<file path="config.mk">
export PLATFORM = sky130hd
export DESIGN_NAME = fetch_unit_flat
export DESIGN_NICKNAME = d
export VERILOG_FILES = /design/src/rtl/fetch_unit_if.sv /design/src/rtl/fetch_unit.sv /design/src/flat_wrapper.sv
export SDC_FILE = /design/constraint.sdc
export NUM_CORES = 1
export LEC_CHECK = 0
export ABC_AREA = 1
export CAP_MARGIN = 20
export CORE_ASPECT_RATIO = 0.5
export CORE_MARGIN = 1.5
export CORE_UTILIZATION = 35
export CTS_CLUSTER_DIAMETER = 60
export DETAILED_ROUTE_END_ITERATION = 16
export GPL_TIMING_DRIVEN = 0
export PLACE_DENSITY_LB_ADDON = 0.12
export SYNTH_ARGS = -nofsm -noshare
export SYNTH_HDL_FRONTEND = slang
export SYNTH_SLANG_ARGS = --single-unit
</file>
<file path="constraint.sdc">
create_clock -name clk -period 3.9 [get_ports clk]
set_input_delay 0.78 -clock clk [delete_from_list [all_inputs] [get_ports clk]]
set_output_delay 0.78 -clock clk [all_outputs]
set_load 0.005 [all_outputs]
</file>
<file path="src/rtl/fetch_unit_if.sv">
// Fetch-stage bus: instruction memory port plus decode valid/ready handshake.
// master = fetch unit, slave = memory/decode side.
interface fetch_unit_if #(
   parameter int ADDR_WIDTH = 16,
   parameter int DATA_WIDTH = 16
);
   logic                  imem_req;
   logic [ADDR_WIDTH-1:0] imem_addr;
   logic [DATA_WIDTH-1:0] imem_data;
   logic [DATA_WIDTH-1:0] instruction;
   logic [ADDR_WIDTH-1:0] instruction_pc;
   logic                  instruction_valid;
   logic                  instruction_ready;
   logic                  jump;
   logic [ADDR_WIDTH-1:0] jump_address;
   logic                  halted;

   modport master (
      output imem_req, imem_addr,
      input  imem_data,
      output instruction, instruction_pc, instruction_valid,
      input  instruction_ready,
      input  jump, jump_address,
      output halted
   );

   modport slave (
      input  imem_req, imem_addr,
      output imem_data,
      input  instruction, instruction_pc, instruction_valid,
      output instruction_ready,
      output jump, jump_address,
      input  halted
   );
endinterface

</file>
<file path="src/rtl/fetch_unit.sv">
// PC + fetch stage with a 2-entry buffer toward decode; flushes on taken jumps.
// Define JUMP_COUNT_EN to add a saturating jump_count output.
module fetch_unit #(
   parameter int                    ADDR_WIDTH = 16,
   parameter int                    DATA_WIDTH = 16,
   parameter logic [ADDR_WIDTH-1:0] RESET_PC   = '0
) (
   input  logic clk,
   input  logic reset,
   fetch_unit_if.master bus
`ifdef JUMP_COUNT_EN
   ,
   output logic [15:0] jump_count
`endif
);

   typedef enum logic [1:0] {IDLE, RUN, FLUSH, HALT} state_e;

   state_e                state_q, state_d;
   logic [ADDR_WIDTH-1:0] pc_q, pc_d;
   logic                  inflight_q, inflight_d;
   logic [ADDR_WIDTH-1:0] ipc_q, ipc_d;
   logic [DATA_WIDTH-1:0] word_q [2];
   logic [DATA_WIDTH-1:0] word_d [2];
   logic [ADDR_WIDTH-1:0] wpc_q [2];
   logic [ADDR_WIDTH-1:0] wpc_d [2];
   logic [1:0]            count_q, count_d;

   logic       valid, pop, push, jump_take, self_jump, req;
   logic [1:0] free, idx;

   always_comb begin
      state_d    = state_q;
      pc_d       = pc_q;
      ipc_d      = ipc_q;
      word_d     = word_q;
      wpc_d      = wpc_q;
      count_d    = count_q;
      req        = 1'b0;
      valid      = (count_q != 2'd0);
      pop        = valid & bus.instruction_ready;
      jump_take  = pop & bus.jump;
      self_jump  = jump_take & (bus.jump_address == wpc_q[0]);
      push       = inflight_q & ~jump_take;
      // a pop this cycle frees a slot in time for the next response
      free       = 2'd2 - count_q + {1'b0, pop};
      idx        = count_q - {1'b0, pop};

      unique case (state_q)
         IDLE:  state_d = RUN;
         RUN: begin
            if (jump_take) begin
               state_d = self_jump ? HALT : FLUSH;
               if (!self_jump) pc_d = bus.jump_address;
            end else if (free > {1'b0, inflight_q}) begin
               req   = 1'b1;
               pc_d  = pc_q + 1'b1;
               ipc_d = pc_q;
            end
         end
         FLUSH: state_d = RUN;
         HALT:  state_d = HALT;
         default: state_d = IDLE;
      endcase

      inflight_d = req;

      if (jump_take) begin
         count_d = 2'd0;
      end else begin
         if (pop) begin
            word_d[0] = word_q[1];
            wpc_d[0]  = wpc_q[1];
         end
         if (push) begin
            if (idx == 2'd0) begin
               word_d[0] = bus.imem_data;
               wpc_d[0]  = ipc_q;
            end else begin
               word_d[1] = bus.imem_data;
               wpc_d[1]  = ipc_q;
            end
         end
         count_d = count_q - {1'b0, pop} + {1'b0, push};
      end
   end

   always_ff @(posedge clk or posedge reset) begin
      if (reset) begin
         state_q    <= IDLE;
         pc_q       <= RESET_PC;
         inflight_q <= 1'b0;
         ipc_q      <= '0;
         word_q     <= '{default: '0};
         wpc_q      <= '{default: '0};
         count_q    <= 2'd0;
      end else begin
         state_q    <= state_d;
         pc_q       <= pc_d;
         inflight_q <= inflight_d;
         ipc_q      <= ipc_d;
         word_q     <= word_d;
         wpc_q      <= wpc_d;
         count_q    <= count_d;
      end
   end

   assign bus.imem_req          = req;
   assign bus.imem_addr         = pc_q;
   assign bus.instruction       = word_q[0];
   assign bus.instruction_pc    = wpc_q[0];
   assign bus.instruction_valid = valid;
   assign bus.halted            = (state_q == HALT);

`ifdef JUMP_COUNT_EN
   logic [15:0] jc_q, jc_d;

   always_comb begin
      jc_d = jc_q;
      if (jump_take && !self_jump && jc_q != 16'hFFFF) jc_d = jc_q + 16'd1;
   end

   always_ff @(posedge clk or posedge reset) begin
      if (reset) jc_q <= 16'd0;
      else       jc_q <= jc_d;
   end

   assign jump_count = jc_q;
`endif

endmodule
</file>
<file path="src/flat_wrapper.sv">
// flat-port wrapper written by rule: the top's interface ports become plain ports
module fetch_unit_flat 
#(
   parameter int                    ADDR_WIDTH = 16,
   parameter int                    DATA_WIDTH = 16,
   parameter logic [ADDR_WIDTH-1:0] RESET_PC   = '0
)
  (clk, reset, bus_imem_req, bus_imem_addr, bus_imem_data, bus_instruction, bus_instruction_pc, bus_instruction_valid, bus_instruction_ready, bus_jump, bus_jump_address, bus_halted);
  fetch_unit_if #(.ADDR_WIDTH(ADDR_WIDTH), .DATA_WIDTH(DATA_WIDTH)) bus_i ();
  input  logic clk;
  input  logic reset;
  output wire logic [$bits(bus_i.imem_req)-1:0] bus_imem_req;
  output wire logic [$bits(bus_i.imem_addr)-1:0] bus_imem_addr;
  input wire logic [$bits(bus_i.imem_data)-1:0] bus_imem_data;
  output wire logic [$bits(bus_i.instruction)-1:0] bus_instruction;
  output wire logic [$bits(bus_i.instruction_pc)-1:0] bus_instruction_pc;
  output wire logic [$bits(bus_i.instruction_valid)-1:0] bus_instruction_valid;
  input wire logic [$bits(bus_i.instruction_ready)-1:0] bus_instruction_ready;
  input wire logic [$bits(bus_i.jump)-1:0] bus_jump;
  input wire logic [$bits(bus_i.jump_address)-1:0] bus_jump_address;
  output wire logic [$bits(bus_i.halted)-1:0] bus_halted;
  assign bus_imem_req = bus_i.imem_req;
  assign bus_imem_addr = bus_i.imem_addr;
  assign bus_i.imem_data = bus_imem_data;
  assign bus_instruction = bus_i.instruction;
  assign bus_instruction_pc = bus_i.instruction_pc;
  assign bus_instruction_valid = bus_i.instruction_valid;
  assign bus_i.instruction_ready = bus_instruction_ready;
  assign bus_i.jump = bus_jump;
  assign bus_i.jump_address = bus_jump_address;
  assign bus_halted = bus_i.halted;
  fetch_unit #(.ADDR_WIDTH(ADDR_WIDTH), .DATA_WIDTH(DATA_WIDTH), .RESET_PC(RESET_PC)) u_core (.clk(clk), .reset(reset), .bus(bus_i));
endmodule
</file>
* Word level (Yosys, flattened, before mapping) *
Index checks and enable logic that the tools add are counted.

cells by class
  bitwise logic cells = 6
  equal/unequal tests = 6
  order comparisons = 1
  add/sub/neg operators = 5
  reductions and logical operators = 8
  muxes and demuxes = 18

operators with widths
  cell                                                  count
  2-to-1 mux 16 bit                                     9
  2-to-1 mux 32 bit                                     2
  adder 16 x 1 -> 16 bit (second input constant)        1
  equality test 16 bit                                  1
  AND reduction 3 bit                                   3
  one-hot mux 2 bit (3 select lines)                    1
  adder 2 x 1 -> 2 bit                                  2
  bitwise AND 1 bit                                     4
  equality test 2 bit (second input constant)           2
  zero test 2 bit                                       2
  2-to-1 mux 1 bit                                      4
  2-to-1 mux 2 bit                                      2
  nonzero test 2 bit                                    2
  equality test 2 x 1 -> 1 bit (second input constant)  1
  greater-than comparator 2 x 1 -> 1 bit                1
  != test 2 x 1 -> 1 bit (second input constant)        1
  != test 2 bit (second input constant)                 1
  inverter 1 bit                                        2
  OR reduction 2 bit                                    1
  subtractor 2 x 1 -> 2 bit                             1
  subtractor 2 bit (first input constant)               1

storage, ports and cells
  output and inout bits = 51
  bits in registers = 101
  logic and storage cells = 53
  input bits = 36

* Longest topological paths before layout *
  word-level depth = 7
  gate-level depth with buffers = 13
  gate-level depth less buffers = 11

* Worst setup path after synthesis *
OpenSTA, ideal clock, no wires.

  path type = in2out
  start point = input bus_instruction_ready
  end point = output bus_imem_req
  path buffers = 2
  path slack = 825 ps
  data required time = 3120 ps
  stages = 8
  arrival = 2295 ps
  cell sequence = nand2_8 > clkbuf_1 > ha_1 > ha_1 > o21ai_0 > nor2_1 > nor2_1 > buf_2

between the ends
  word-level cells in the longest chain between the ends = 6
  elaborated cells between the ends (all ways) = 7
  classes of those cells = add/sub: 1; order compare: 1; mux: 3; bitwise: 2

RTL lines
  what                                    RTL line            source
  start: declaration                      flat_wrapper.sv:18  input wire logic [$bits(bus_i.instruction_ready)-1:0] bus_instruction_ready;
  bitwise AND 1 bit *                     fetch_unit.sv:41    pop = valid & bus.instruction_ready;
  adder 2 x 1 -> 2 bit                    fetch_unit.sv:46    free = 2'd2 - count_q + {1'b0, pop};
  greater-than comparator 2 x 1 -> 1 bit  fetch_unit.sv:55    end else if (free > {1'b0, inflight_q}) begin
  2-to-1 mux 1 bit                        fetch_unit.sv:55
  2-to-1 mux 1 bit *                      fetch_unit.sv:52    if (jump_take) begin
  2-to-1 mux 1 bit *                      fetch_unit.sv:49    unique case (state_q)
  end: declaration                        flat_wrapper.sv:12  output wire logic [$bits(bus_i.imem_req)-1:0] bus_imem_req;

Every way passes the cells marked *; elsewhere a longest branch is shown, timed or not.

* Worst setup path after layout *
Same ends and word-level chain as after synthesis.

==> summary.txt <==
==========================================================================================
Height of the die ...........................................................      91.0 um
Setup Fix Bufs, Post-CTS ....................................................            0
Largest fanout of any net on the critical path ..............................           17
Number of nets with antenna violations after detailed routing ...............            0
Slew at the pin with the worst max-slew slack ...............................       742 ps
Sort of element at the end of the critical path ............................. primary output
Cells taking the most area after synthesis .................................. sky130_fd_sc_hd__dfrtp_1, sky130_fd_sc_hd__nand2_1, sky130_fd_sc_hd__inv_1
Antenna cells ...............................................................            0
Clock edge transition at the registers on the reported setup and hold paths .        70 ps
Largest buffer count on any clock path ......................................            2
NumNets Final ...............................................................          810
Net Sw Frac .................................................................        21.9%
Sink Count ..................................................................          101
Synth area leader ........................................................... sky130_fd_sc_hd__dfrtp_1
Post-placement worst setup slack ............................................      -776 ps
Worst setup startpoint ...................................................... bus_instruction_ready
Total of hold buffers inserted after clock tree synthesis ...................            0
Part of the cycle the worst path needs ......................................        97.3%
Peak supply drop ............................................................     0.264 mV
Top cell type's share of synthesized area ...................................        46.6%
Number of warnings printed during yosys synthesis ...........................            0
Avg Synthesized Cell Area ...................................................   8.04 sq um
Count of pins over their slew limit .........................................            0
Register share of total power ...............................................        51.1%
CTS tree ....................................................................         done
Sw Pwr ......................................................................     0.448 mW
Synthesis-to-finish area growth .............................................        26.4%
Die Outline Area ............................................................  16300 sq um
Clk Latency, worst-skew pair ................................................       340 ps
Data arrival time of the critical path ......................................      3010 ps
Min cycle time layout .......................................................      3790 ps
Commonest cells after routing, fill and taps aside .......................... sky130_fd_sc_hd__nand2_1, sky130_fd_sc_hd__dfrtp_1, sky130_fd_sc_hd__clkdlybuf4s50_1, sky130_fd_sc_hd__inv_1, sky130_fd_sc_hd__o21ai_0
Total of buffers placed on input and output ports ...........................           85
Final Hold Vio Count ........................................................            0
Initial core utilization ....................................................        36.7%
Most frequently used flop master after synthesis ............................ sky130_fd_sc_hd__dfrtp_1
EDFF count, synth ...........................................................            0
Post-route DRC ..............................................................            0
Post-Syn Nets ...............................................................          714
Cell total after placement ..................................................          958
Part of the total power dissipated in combinational logic ...................         4.3%
# setup viols final .........................................................            0
Highest achievable clock rate ...............................................      264 MHz
Slack of the critical path ..................................................       106 ps
Static leakage ..............................................................      3.42 nW
Largest net degree at the start of global routing ...........................           59
Antenna violations before repair ............................................            0
Vias per inst ...............................................................         4.81
Pwr dens ....................................................................  299 nW/um^2
Floorplan core area .........................................................  14800 sq um
Post-synth ARST share .......................................................         100%
Launch instance of the worst min-delay path ................................. u_core.wpc_q[4]
Type of the worst setup path ................................................       in2out
Wire length of the first global-routing pass ................................      24.1 mm
Clk root buf ................................................................ sky130_fd_sc_hd__clkbuf_16
Fraction of power consumed by the clock network .............................        44.6%
Total wire length after detailed routing ....................................      14.8 mm
Status ...................................................................... complete, no violations
Total internal power ........................................................      1.60 mW
Register area share after synthesis .........................................        46.6%
Leading cell type in the layout, fill and taps excluded ..................... sky130_fd_sc_hd__nand2_1
Launch instance of the worst register-to-register path ...................... u_core.count_q[0]
Max-cap violation count .....................................................            0
Number of iterations in the first detailed-routing pass .....................            4
Detailed-route via count ....................................................         4671
Aggregate global routing overflow ...........................................            0
Netlist area before placement ...............................................   5420 sq um
Clock tree skew after final layout ..........................................      8.77 ps
Total CTS buffers ...........................................................            9
GRT Resource Usage Total ....................................................        19.2%
Boundary Pins ...............................................................           87
Number of violations reported at the end of detailed-routing iteration 0 ....          275
Number of distinct library cells after synthesis ............................           35
Unrepaired setup endpoints after global routing .............................           no
Number of global-route vias before repair ...................................         4480
Number of levels in the clock H-tree ........................................            3
Worst hold path type ........................................................      reg2reg
Count of placed standard cells in the final layout, fillers left out ........          972
Fraction of layout instances using a drive strength above 1 .................        12.8%
CP startpoint kind .......................................................... primary input
Wire length per cell ........................................................      15.2 um
Relative slew margins .......................................................        50.6%
HPWL reported at the end of detailed placement ..............................      10.7 mm
Die outline width ...........................................................       179 um
Cells after Synth ...........................................................          674
Worst endpoint required time ................................................      3120 ps
Final estimated routing congestion in global placement ......................        0.916
Num rows ....................................................................           31
Number of synthesized register bits .........................................          101
==========================================================================================
[layout make-up]
cell class / instances / area (sq um)
Clock buffer: 10 / 239
Multi-Input combinational cell: 434 / 2210
Timing Repair Buffer: 86 / 877
Fill cell: 1527 / 7930
Buffer: 59 / 385
Inverter: 79 / 302
Sequential cell: 101 / 2530
Tap cell: 198 / 248
Clock inverter: 5 / 58.8
[kinds of logic after synthesis]
| group | Yosys count | synth area share (%) |
|---|---|---|
| simple gates | 321 | 26.2 |
| buf+inv | 139 | 12.6 |
| flops | 101 | 46.6 |
| compound gates | 92 | 10.0 |
| mux | 10 | 2.49 |
| xor+xnor | 7 | 1.13 |
| fa+ha+maj | 4 | 0.923 |
[state kept, by name, indices dropped and copies added (netlist names)]
name and cells:
u_core.state_q 2, u_core.ipc_q 16, u_core.inflight_q 1, u_core.bus.imem_addr 16, u_core.bus.instruction_pc 16, u_core.count_q 2
u_core.word_q 16, u_core.wpc_q 16, u_core.bus.instruction 16
[stage by stage]
stage | instance area, sq um | utilization, % | hold WS, ps | power (mW) | TNS, ps
global route | 6850 | 46.4 | 516 | 2.11 | 0
finish | 6850 | 46.4 | 489 | 2.05 | 0
detailed placement | 6550 | 44.3 | 473 | 1.16 | -776
floorplan | 5420 | - | 448 | 1.10 | 0
global placement | 6520 | 44.1 | 466 | 1.15 | -127420
CTS | 6850 | 46.3 | 489 | 2.07 | 0
[critical path: stages]
cell and delay [ps]:
sky130_fd_sc_hd__dlygate4sd2_1 310, sky130_fd_sc_hd__nand2_8 160, sky130_fd_sc_hd__ha_1 360, sky130_fd_sc_hd__ha_1 280, sky130_fd_sc_hd__o21ai_0 160, sky130_fd_sc_hd__nor2_1 90, sky130_fd_sc_hd__nor2_2 160, sky130_fd_sc_hd__buf_6 180
sky130_fd_sc_hd__clkdlybuf4s50_1 520
[power by group through the flow]
stage / combinational (mW) / clock [mW] / sequential, mW
6_report: 0.0885 / 0.912 / 1.05
5_1_grt: 0.0995 / 0.969 / 1.05
4_1_cts: 0.0912 / 0.929 / 1.05
3_5_place_dp: 0.0912 / 0 / 1.07
3_3_place_gp: 0.0872 / 0 / 1.07
2_1_floorplan: 0.0321 / 0 / 1.07
[per-layer routing]
metal	vias to the layer above	track usage, %	part of all wire, %
li1	2333	-	-
met1	2222	28.2	51
met2	109	29.9	44
met3	7	3.48	4.5
met4	0	3.13	0.51
met5	-	0	0
[synthesized netlist by cell type (4+ instances only)]
| cell type | number |
|---|---|
| sky130_fd_sc_hd__nand2_1 | 196 |
| sky130_fd_sc_hd__dfrtp_1 | 101 |
| sky130_fd_sc_hd__inv_1 | 74 |
| sky130_fd_sc_hd__o21ai_0 | 54 |
| sky130_fd_sc_hd__nor2_1 | 53 |
| sky130_fd_sc_hd__buf_4 | 33 |
| sky130_fd_sc_hd__nand3_1 | 32 |
| sky130_fd_sc_hd__buf_2 | 15 |
| sky130_fd_sc_hd__nand4_1 | 12 |
| sky130_fd_sc_hd__nor4_1 | 12 |
| sky130_fd_sc_hd__o22ai_1 | 12 |
| sky130_fd_sc_hd__o211ai_1 | 11 |
| sky130_fd_sc_hd__clkbuf_1 | 9 |
| sky130_fd_sc_hd__o221ai_1 | 8 |
| sky130_fd_sc_hd__xor2_1 | 7 |
| sky130_fd_sc_hd__mux2_4 | 6 |
| sky130_fd_sc_hd__nand2_4 | 5 |
| sky130_fd_sc_hd__a21oi_1 | 4 |
| sky130_fd_sc_hd__ha_1 | 4 |
| sky130_fd_sc_hd__inv_2 | 4 |
| sky130_fd_sc_hd__mux2_2 | 4 |
[path summary, 6_finish.rpt]
path	end	cells past startpoint	slack, ps
setup / recovery	bus_imem_req	9	110
hold / removal	u_core.wpc_q[4]	2	490
setup reg to reg	u_core.ipc_q[11]	10	1350
hold reg to reg	u_core.wpc_q[4]	2	490
max in group asynchronous	u_core.wpc_q[15]	3	2360
min in group asynchronous	u_core.count_q[0]	2	860
[timing repair]
| action | 4_1_cts | 5_1_grt |
|---|---|---|
| pin swaps | 0 | 0 |
| hold endpoints to repair | 0 | 0 |
| setup endpoints to repair | 1 | 1 |
| resized for setup | 3 | 1 |
No activity file was read; power rests on OpenSTA's default activity.
